===== src/rtl/prefetch_queue_if.sv =====
// rtl/prefetch_queue_if.sv - instruction bus, fetch-buffer handshake and redirect bundle for prefetch_queue
interface prefetch_queue_if #(
  parameter int DEPTH = 4
);
  logic                     redirect_en;
  logic [31:0]              redirect_pc;
  logic                     imem_ren;
  logic [31:0]              imem_addr;
  logic                     imem_busy;
  logic [31:0]              imem_rdata;
  logic                     fb_valid;
  logic [31:0]              fb_inst;
  logic [31:0]              fb_pc;
  logic                     fb_ready;
  logic [$clog2(DEPTH):0]   q_count;

  modport master (
    input  redirect_en, redirect_pc, imem_busy, imem_rdata, fb_ready,
    output imem_ren, imem_addr, fb_valid, fb_inst, fb_pc, q_count
  );

  modport slave (
    output redirect_en, redirect_pc, imem_busy, imem_rdata, fb_ready,
    input  imem_ren, imem_addr, fb_valid, fb_inst, fb_pc, q_count
  );
endinterface


===== src/rtl/prefetch_queue.sv =====
// rtl/prefetch_queue.sv - sequential instruction prefetcher with PC-tagged queue and redirect flush
// Optional same-cycle bus-to-output bypass is enabled by defining PREFETCH_BYPASS_EN.
module prefetch_queue #(
  parameter int          DEPTH    = 4,
  parameter logic [31:0] RESET_PC = 32'h200
) (
  input  logic             CLK,
  input  logic             RST,
  prefetch_queue_if.master bus
);
  localparam int          AW   = $clog2(DEPTH);
  localparam logic [AW:0] FULL = (AW+1)'(DEPTH);

  typedef enum logic {FETCH, DISCARD} state_t;

  state_t        state_q, state_d;
  logic          started;
  logic [31:0]   fetch_pc, target_pc, redirect_tgt;
  logic [AW-1:0] head, tail;
  logic [AW:0]   count;
  logic [31:0]   inst_mem [DEPTH];
  logic [31:0]   pc_mem   [DEPTH];
  logic          ren, complete, abandon, bypass, push, pop;

  assign redirect_tgt = bus.redirect_pc & 32'hFFFF_FFFC;

  always_comb begin
    state_d = state_q;
    ren     = 1'b0;
    abandon = 1'b0;
    case (state_q)
      FETCH: begin
        // count can only rise on a completion, so a raised ren stays raised until it completes
        ren     = started && (count != FULL);
        abandon = bus.redirect_en && ren && bus.imem_busy;
        if (abandon) state_d = DISCARD;
      end
      DISCARD: begin
        ren = 1'b1;
        if (!bus.imem_busy) state_d = FETCH;
      end
      default: state_d = FETCH;
    endcase
    complete = ren && !bus.imem_busy;
`ifdef PREFETCH_BYPASS_EN
    bypass = (count == '0) && (state_q == FETCH) && complete && !bus.redirect_en;
`else
    bypass = 1'b0;
`endif
    push = complete && (state_q == FETCH) && !bus.redirect_en && !(bypass && bus.fb_ready);
    pop  = (count != '0) && bus.fb_ready && !bus.redirect_en;
  end

  assign bus.imem_ren  = ren;
  assign bus.imem_addr = fetch_pc;
  assign bus.q_count   = count;

`ifdef PREFETCH_BYPASS_EN
  assign bus.fb_valid = (count != '0) || bypass;
  assign bus.fb_inst  = bypass ? bus.imem_rdata : inst_mem[head];
  assign bus.fb_pc    = bypass ? fetch_pc       : pc_mem[head];
`else
  assign bus.fb_valid = (count != '0);
  assign bus.fb_inst  = inst_mem[head];
  assign bus.fb_pc    = pc_mem[head];
`endif

  always_ff @(posedge CLK) begin
    if (RST) begin
      state_q   <= FETCH;
      started   <= 1'b0;
      fetch_pc  <= RESET_PC;
      target_pc <= RESET_PC;
      head      <= '0;
      tail      <= '0;
      count     <= '0;
    end else begin
      state_q <= state_d;
      started <= 1'b1;
      if (bus.redirect_en) target_pc <= redirect_tgt;
      // while discarding, fetch_pc keeps the abandoned address on the bus
      if (state_q == DISCARD) begin
        if (complete) fetch_pc <= bus.redirect_en ? redirect_tgt : target_pc;
      end else if (bus.redirect_en) begin
        if (!abandon) fetch_pc <= redirect_tgt;
      end else if (complete) begin
        fetch_pc <= fetch_pc + 32'd4;
      end
      if (bus.redirect_en) begin
        head  <= '0;
        tail  <= '0;
        count <= '0;
      end else begin
        if (push) tail <= tail + 1'b1;
        if (pop)  head <= head + 1'b1;
        if (push && !pop)      count <= count + 1'b1;
        else if (!push && pop) count <= count - 1'b1;
      end
    end
  end

  always_ff @(posedge CLK) begin
    if (push) begin
      inst_mem[tail] <= bus.imem_rdata;
      pc_mem[tail]   <= fetch_pc;
    end
  end
endmodule


===== src/flat_wrapper.sv =====
// flat-port wrapper written by rule: the top's interface ports become plain ports
module prefetch_queue_flat 
#(
  parameter int          DEPTH    = 4,
  parameter logic [31:0] RESET_PC = 32'h200
)
  (CLK, RST, bus_redirect_en, bus_redirect_pc, bus_imem_busy, bus_imem_rdata, bus_fb_ready, bus_imem_ren, bus_imem_addr, bus_fb_valid, bus_fb_inst, bus_fb_pc, bus_q_count);
  prefetch_queue_if #(.DEPTH(DEPTH)) bus_i ();
  input  logic CLK;
  input  logic RST;
  input wire logic [$bits(bus_i.redirect_en)-1:0] bus_redirect_en;
  input wire logic [$bits(bus_i.redirect_pc)-1:0] bus_redirect_pc;
  input wire logic [$bits(bus_i.imem_busy)-1:0] bus_imem_busy;
  input wire logic [$bits(bus_i.imem_rdata)-1:0] bus_imem_rdata;
  input wire logic [$bits(bus_i.fb_ready)-1:0] bus_fb_ready;
  output wire logic [$bits(bus_i.imem_ren)-1:0] bus_imem_ren;
  output wire logic [$bits(bus_i.imem_addr)-1:0] bus_imem_addr;
  output wire logic [$bits(bus_i.fb_valid)-1:0] bus_fb_valid;
  output wire logic [$bits(bus_i.fb_inst)-1:0] bus_fb_inst;
  output wire logic [$bits(bus_i.fb_pc)-1:0] bus_fb_pc;
  output wire logic [$bits(bus_i.q_count)-1:0] bus_q_count;
  assign bus_i.redirect_en = bus_redirect_en;
  assign bus_i.redirect_pc = bus_redirect_pc;
  assign bus_i.imem_busy = bus_imem_busy;
  assign bus_i.imem_rdata = bus_imem_rdata;
  assign bus_i.fb_ready = bus_fb_ready;
  assign bus_imem_ren = bus_i.imem_ren;
  assign bus_imem_addr = bus_i.imem_addr;
  assign bus_fb_valid = bus_i.fb_valid;
  assign bus_fb_inst = bus_i.fb_inst;
  assign bus_fb_pc = bus_i.fb_pc;
  assign bus_q_count = bus_i.q_count;
  prefetch_queue #(.DEPTH(DEPTH), .RESET_PC(RESET_PC)) u_core (.CLK(CLK), .RST(RST), .bus(bus_i));
endmodule

===== config.mk =====
export PLATFORM = sky130hd
export DESIGN_NAME = prefetch_queue_flat
export DESIGN_NICKNAME = d
export VERILOG_FILES = /design/src/rtl/prefetch_queue_if.sv /design/src/rtl/prefetch_queue.sv /design/src/flat_wrapper.sv
export SDC_FILE = /design/constraint.sdc
export NUM_CORES = 1
export LEC_CHECK = 0
export CAP_MARGIN = 20
export CORE_MARGIN = 2
export CORE_UTILIZATION = 45
export DETAILED_ROUTE_END_ITERATION = 10
export PLACE_DENSITY = 0.67
export RECOVER_POWER = 50
export REMOVE_ABC_BUFFERS = 1
export SYNTH_ARGS = -nofsm -noshare
export SYNTH_HDL_FRONTEND = slang
export SYNTH_SLANG_ARGS = --single-unit

===== constraint.sdc =====
create_clock -name CLK -period 4.2 [get_ports CLK]
set_input_delay 1.05 -clock CLK [delete_from_list [all_inputs] [get_ports CLK]]
set_output_delay 1.05 -clock CLK [all_outputs]
set_load 0.02 [all_outputs]

; ---- Yosys cells after proc, flatten, opt, wreduce, memory -nomap -nowiden
; Memories as Yosys holds them, arrays and structs flattened. A register that Yosys moved wholly into a read port is not among the register bits.
; Index checks and enable logic that the tools add are counted.
; Widths: inputs -> output; s select.
[totals]
regBits = 73
n_memories = 2
mem_bits_rw = 256
input_bits = 69
word_cells = 57
[op_classes]
n_eq_ne = 3
n_bitwise = 1
addsub = 5
reduce_logical = 19
n_mux = 20
[memory_table]
columns = name, depth, width, read_ports, rd_ports_with_merged_regs, write_ports, line
row1 = u_core.inst_mem, 4, 32, 1, 1, 1, prefetch_queue.sv:21  ; logic [31:0] inst_mem [DEPTH];
row2 = u_core.pc_mem, 4, 32, 1, 1, 1, prefetch_queue.sv:22  ; logic [31:0] pc_mem [DEPTH];
[ops]
columns = operator, n
row1 = $mux 32, 6
row2 = $add 32x3->32 const B, 1
row3 = $logic_and 1x1->1, 10
row4 = $mux 2, 4
row5 = $mux 1, 6
row6 = $mux 3, 2
row7 = $add 2x1->2 const B, 2
row8 = $logic_not 1->1, 4
row9 = $pmux 1 s2, 2
row10 = $reduce_bool 2->1, 2
row11 = $add 3x1->3 const B, 1
row12 = $ne 3x2->1 const B, 1
row13 = $ne 3x3->1 const B, 1
row14 = $reduce_and 3->1, 1
row15 = $reduce_bool 3->1, 1
row16 = $sub 3x1->3 const B, 1
row17 = $ne 2x2->1 const B, 1
row18 = $reduce_or 2->1, 1
row19 = $not 1->1, 1

; ---- Longest topological paths before layout
[depth]
depth_word = 10
depth_mapped = 10
depth_no_buf = 9

; ---- Worst setup path after synthesis
; OpenSTA, ideal clock, no wires.
[synth_timing]
path_kind = input -> register
startpoint = input bus_redirect_en
endpoint = memory u_core.inst_mem[1][0], enable pin
cell_stages = 4
n_path_buf = 1
arrival_ps = 3397
setup_ps = 429
t_required_ps = 3771
path_slack_ps = 374
path_cell_list = or2_2 clkbuf_1 nor3_2 and2_1
[synth_via]
elab_chain_len = 4
[synth_rtl]
columns = element, line
row1 = start: declaration, flat_wrapper.sv:11  ; input wire logic [$bits(bus_i.redirect_en)-1:0] bus_redirect_en;
row2 = $logic_not 1->1, prefetch_queue.sv:50  ; push = complete && (state_q == FETCH) && !bus.redirect_en && !(bypass && bus.fb_ready);
row3 = $logic_and 1x1->1, prefetch_queue.sv:50
row4 = via u_core.push, prefetch_queue.sv:23  ; logic ren, complete, abandon, bypass, push, pop;
row5 = $mux 1, prefetch_queue.sv:103  ; if (push) begin
row6 = $mux 1 (not written as such), prefetch_queue.sv:104  ; inst_mem[tail] <= bus.imem_rdata;
row7 = end: declaration, prefetch_queue.sv:21
; The timed path passes the listed nets, and every way through them passes these cells.

; ---- Worst setup path after layout
[layout_timing]
startpoint = input bus_redirect_en
endpoint = memory u_core.inst_mem[3][30], enable pin
; Same word-level chain as after synthesis.

==> impl_metrics.csv <==
group,metric,value,unit
status,status,"complete, but fails checks",
status,violations,"capacitance limit, slew limit",
floorplanning,rows,61,
flow_run,drv_cap,1,
drt,routed_wl,27.96,mm
sta,finClkSkew,0.01634,ns
sta,rsz0062_at_grt,"no",
yosys,synth.distinct_cells,54,
clocking,cts_setup_buffers,0,
yosys,yosys.area.top_type,"edfxtp_1",
global_route,grt_max_degree,53,
yosys,ys_seq_elements,331,
setup_path,critPathMaxStageDelay,0.76,ns
clocking,clk_latency,0.51,ns
power,finalPower,0.007081,W
setup_path,critical_path_arrival,3.85,ns
clocking,clkTransAtPathRegs,0.06,ns
finish,fin_cells,1373,
floorplanning,die_h,173.1,um
clocking,cts_max_level,2,
clocking,cts_sinks,331,
yosys,syn_avg_cell_area,16.37,um^2
sta,worst_pin_slew,1.525,ns
setup_path,path_max_fanout,33,
yosys,async_reset_ff_share,0,%
sta,hold_viol,0,
finish,layout_common_cells,"256 x edfxtp_1, 133 x clkdlybuf4s50_1, 73 x dfxtp_1",
sta,relSlewSlack,-1.673,%
sta,slew_violations,27,
yosys,synth_edf_count,256,
finish,syn_to_final_growth,25.95,%
setup_path,cp_slowest_cell,"or2_0",
setup_path,crit_top_cell,"clkbuf_1",
clocking,cts_tree,"built",
clocking,cts-root-buf,"clkbuf_16",
sta,fmax,0.2728,GHz
global_route,grt_pass1_vias,7601,
drt,drt_pass1_iterations,5,
setup_path,end_kind,"flop",
global_route,grt-ovfl-total,0,
drt,drt_iter0_markers,639,
clocking,cts_hold_buf,0,
finish,layout.nets,1047,
placed_design,dp_hpwl,17.09,mm
drt,dr.max_layer_used,"met4",
setup_path,critPathRequiredTime,4.39,ns
finish,final_common_cell,"edfxtp_1",
finish,drive_gt1_share,14.39,%
setup_path,crit_family,"simple AND/OR/NAND/NOR gates",
finish,final-seq-area,0.009196,mm^2
clocking,clockBufferDepth,3,
drt,detail-route-antenna-nets,0,
floorplanning,initial_core_util,46.05,%
global_route,antenna_found_initial,1,
clocking,cts.repair.resized,0,
clocking,cts_buffers,35,
finish,multiInputGateArea,0.003468,mm^2
finish,nFillCells,2228,
power,p_leak,5.305,nW
setup_path,crit_buf_inv,3,
drt,wl_met2,13.35,mm
floorplanning,die_w,173.1,um
drt,drc_errors,0,
setup_path,criticalPathCategory,"in2reg",
sta,setup_viol,0,
yosys,ys_seq_area_share,71.43,%
worst_hold_path,hp-class,"reg2reg",
yosys,synthesis.area,0.01286,mm^2
sta,min_period,3.665,ns
drt,wl_per_cell,20.37,um
sta,finalCritPeriodShare,87.27,%
drt,wl_met3,1.342,mm
drt,route.vias.total,7557,
power,ir_worst_vdd,345.8,uV
drt,via_per_inst,5.504,
yosys,postSynthCellCount,786,
setup_path,worstSetupStartpointType,"primary input",
global_route,grt_usage,18.78,%
setup_path,crit_path_cell_trace,"clkbuf_1 -> or2_0 -> nor3_1 -> clkbuf_1 -> and2_2 -> buf_12",
global_route,grt_pass1_wl,44.15,mm
yosys,synth_warnings,0,
floorplanning,core,0.02793,mm^2
drt,drt-met1-wl,12.77,mm
power,power.density,437.0,mW/mm^2
yosys,synth_ff_type,"edfxtp_1",
placed_design,place_congestion,0.7707,
placed_design,port_buffers,167,
floorplanning,dieArea,0.02996,mm^2
placed_design,dp.cells,1312,
floorplanning,top_level_ports,170,
yosys,ys_top_cells_by_area,"edfxtp_1 60%, dfxtp_1 12%, mux4_2 11%",
yosys,synth_top_area_share,59.76,%
-- worst min-delay path, cell delays in order (launching register included) --
cell     delay, ns
dfxtp_1       0.31
nand2_1       0.05
a21oi_1       0.05
-- state kept, by name, summed over array words and instances (netlist names), named ones only --
| name | count |
|---|---|
| u_core.inst_mem | 128 |
| u_core.bus.imem_addr | 32 |
| u_core.state_q | 1 |
| u_core.head | 2 |
| u_core.started | 1 |
| u_core.pc_mem | 128 |
| u_core.bus.q_count | 3 |
| u_core.tail | 2 |
| u_core.target_pc | 32 |
-- power by group --
group | leakage (nW) | switching [W] | internal, W
Combinational | 1.81 | 0.000237 | 0.000213
Sequential | 2.95 | 0.0000690 | 0.00359
Clock | 0.547 | 0.00119 | 0.00178
-- cells by family (layout without fill, tap and decap cells) --
logic type,after synthesis,count (layout),share of synthesized area [%]
AOI/OAI and AO/OA,125,125,6.011
xor gates and xnor gates,5,5,0.3405
adders and majority gates,7,7,0.7392
buffers and inverters,56,264,1.663
DFF,331,331,71.43
muxes,94,94,13.55
other,0,1,0
and+or+nand+nor,168,168,6.264
-- area by class of cell --
| type | count | area share (%) |
|---|---|---|
| inverters | 15 | 0.3475 |
| well taps | 378 | 2.919 |
| clock inverters | 18 | 0.9885 |
| diodes | 1 | 0.01545 |
| clock buffers | 42 | 5.831 |
| flip-flops and latches | 331 | 56.76 |
| repair buffers | 189 | 11.73 |
| multi-input cells | 399 | 21.41 |
-- cell usage after synthesis (2+ instances only) --
library cell	n
a211oi_1	4
a21oi_1	40
a221oi_1	2
a22o_1	2
a311oi_1	2
a31oi_1	10
a41oi_1	2
and2_1	8
and3_1	8
and4_1	3
buf_1	9
buf_2	3
clkbuf_1	29
dfxtp_1	75
edfxtp_1	256
ha_1	6
inv_1	14
mux2i_1	29
mux4_2	64
nand2_1	47
nand2b_1	2
nand3_1	8
nand4_1	7
nor2_1	56
nor2b_1	3
nor3_1	10
nor4_1	5
o211ai_1	2
o21ai_0	35
o22ai_1	5
o311a_1	4
o311ai_0	2
o31a_1	2
o31ai_1	3
o32ai_1	3
or3_1	5
xnor2_1	2
xor2_1	3
-- final timing paths --
path,startpoint,slack [ns],to,depth (start not counted)
setup / recovery,bus_redirect_en,0.53,u_core.inst_mem[3][30],6
hold / removal,u_core.target_pc[0],0.46,u_core.bus.imem_addr[0],2
setup reg to reg,u_core.state_q,0.91,u_core.inst_mem[3][30],5
hold reg to reg,u_core.target_pc[0],0.46,u_core.bus.imem_addr[0],2
-- per-stage QoR --
step	area, um^2	hold WS, ns	util [%]	setup TNS, ns	setup WS [ns]
after detailed placement	15120	0.4505	54.12	0	0.8593
after global routing	16200	0.4772	57.99	0	0.3464
after global placement	15120	0.4482	54.12	0	0.8408
after CTS	16220	0.4644	58.07	0	0.5898
after floorplan	12710	0.4260	-	-19.42	-0.3035
final	16200	0.4635	58.00	0	0.5346
-- layer usage --
layer | vias to the layer above | track usage, %
li1 | 3473 | -
met1 | 3828 | 26.64
met2 | 214 | 30.13
met3 | 42 | 3.694
met4 | 0 | 4.590
met5 | - | 0
(Power assumes the default switching activity.)
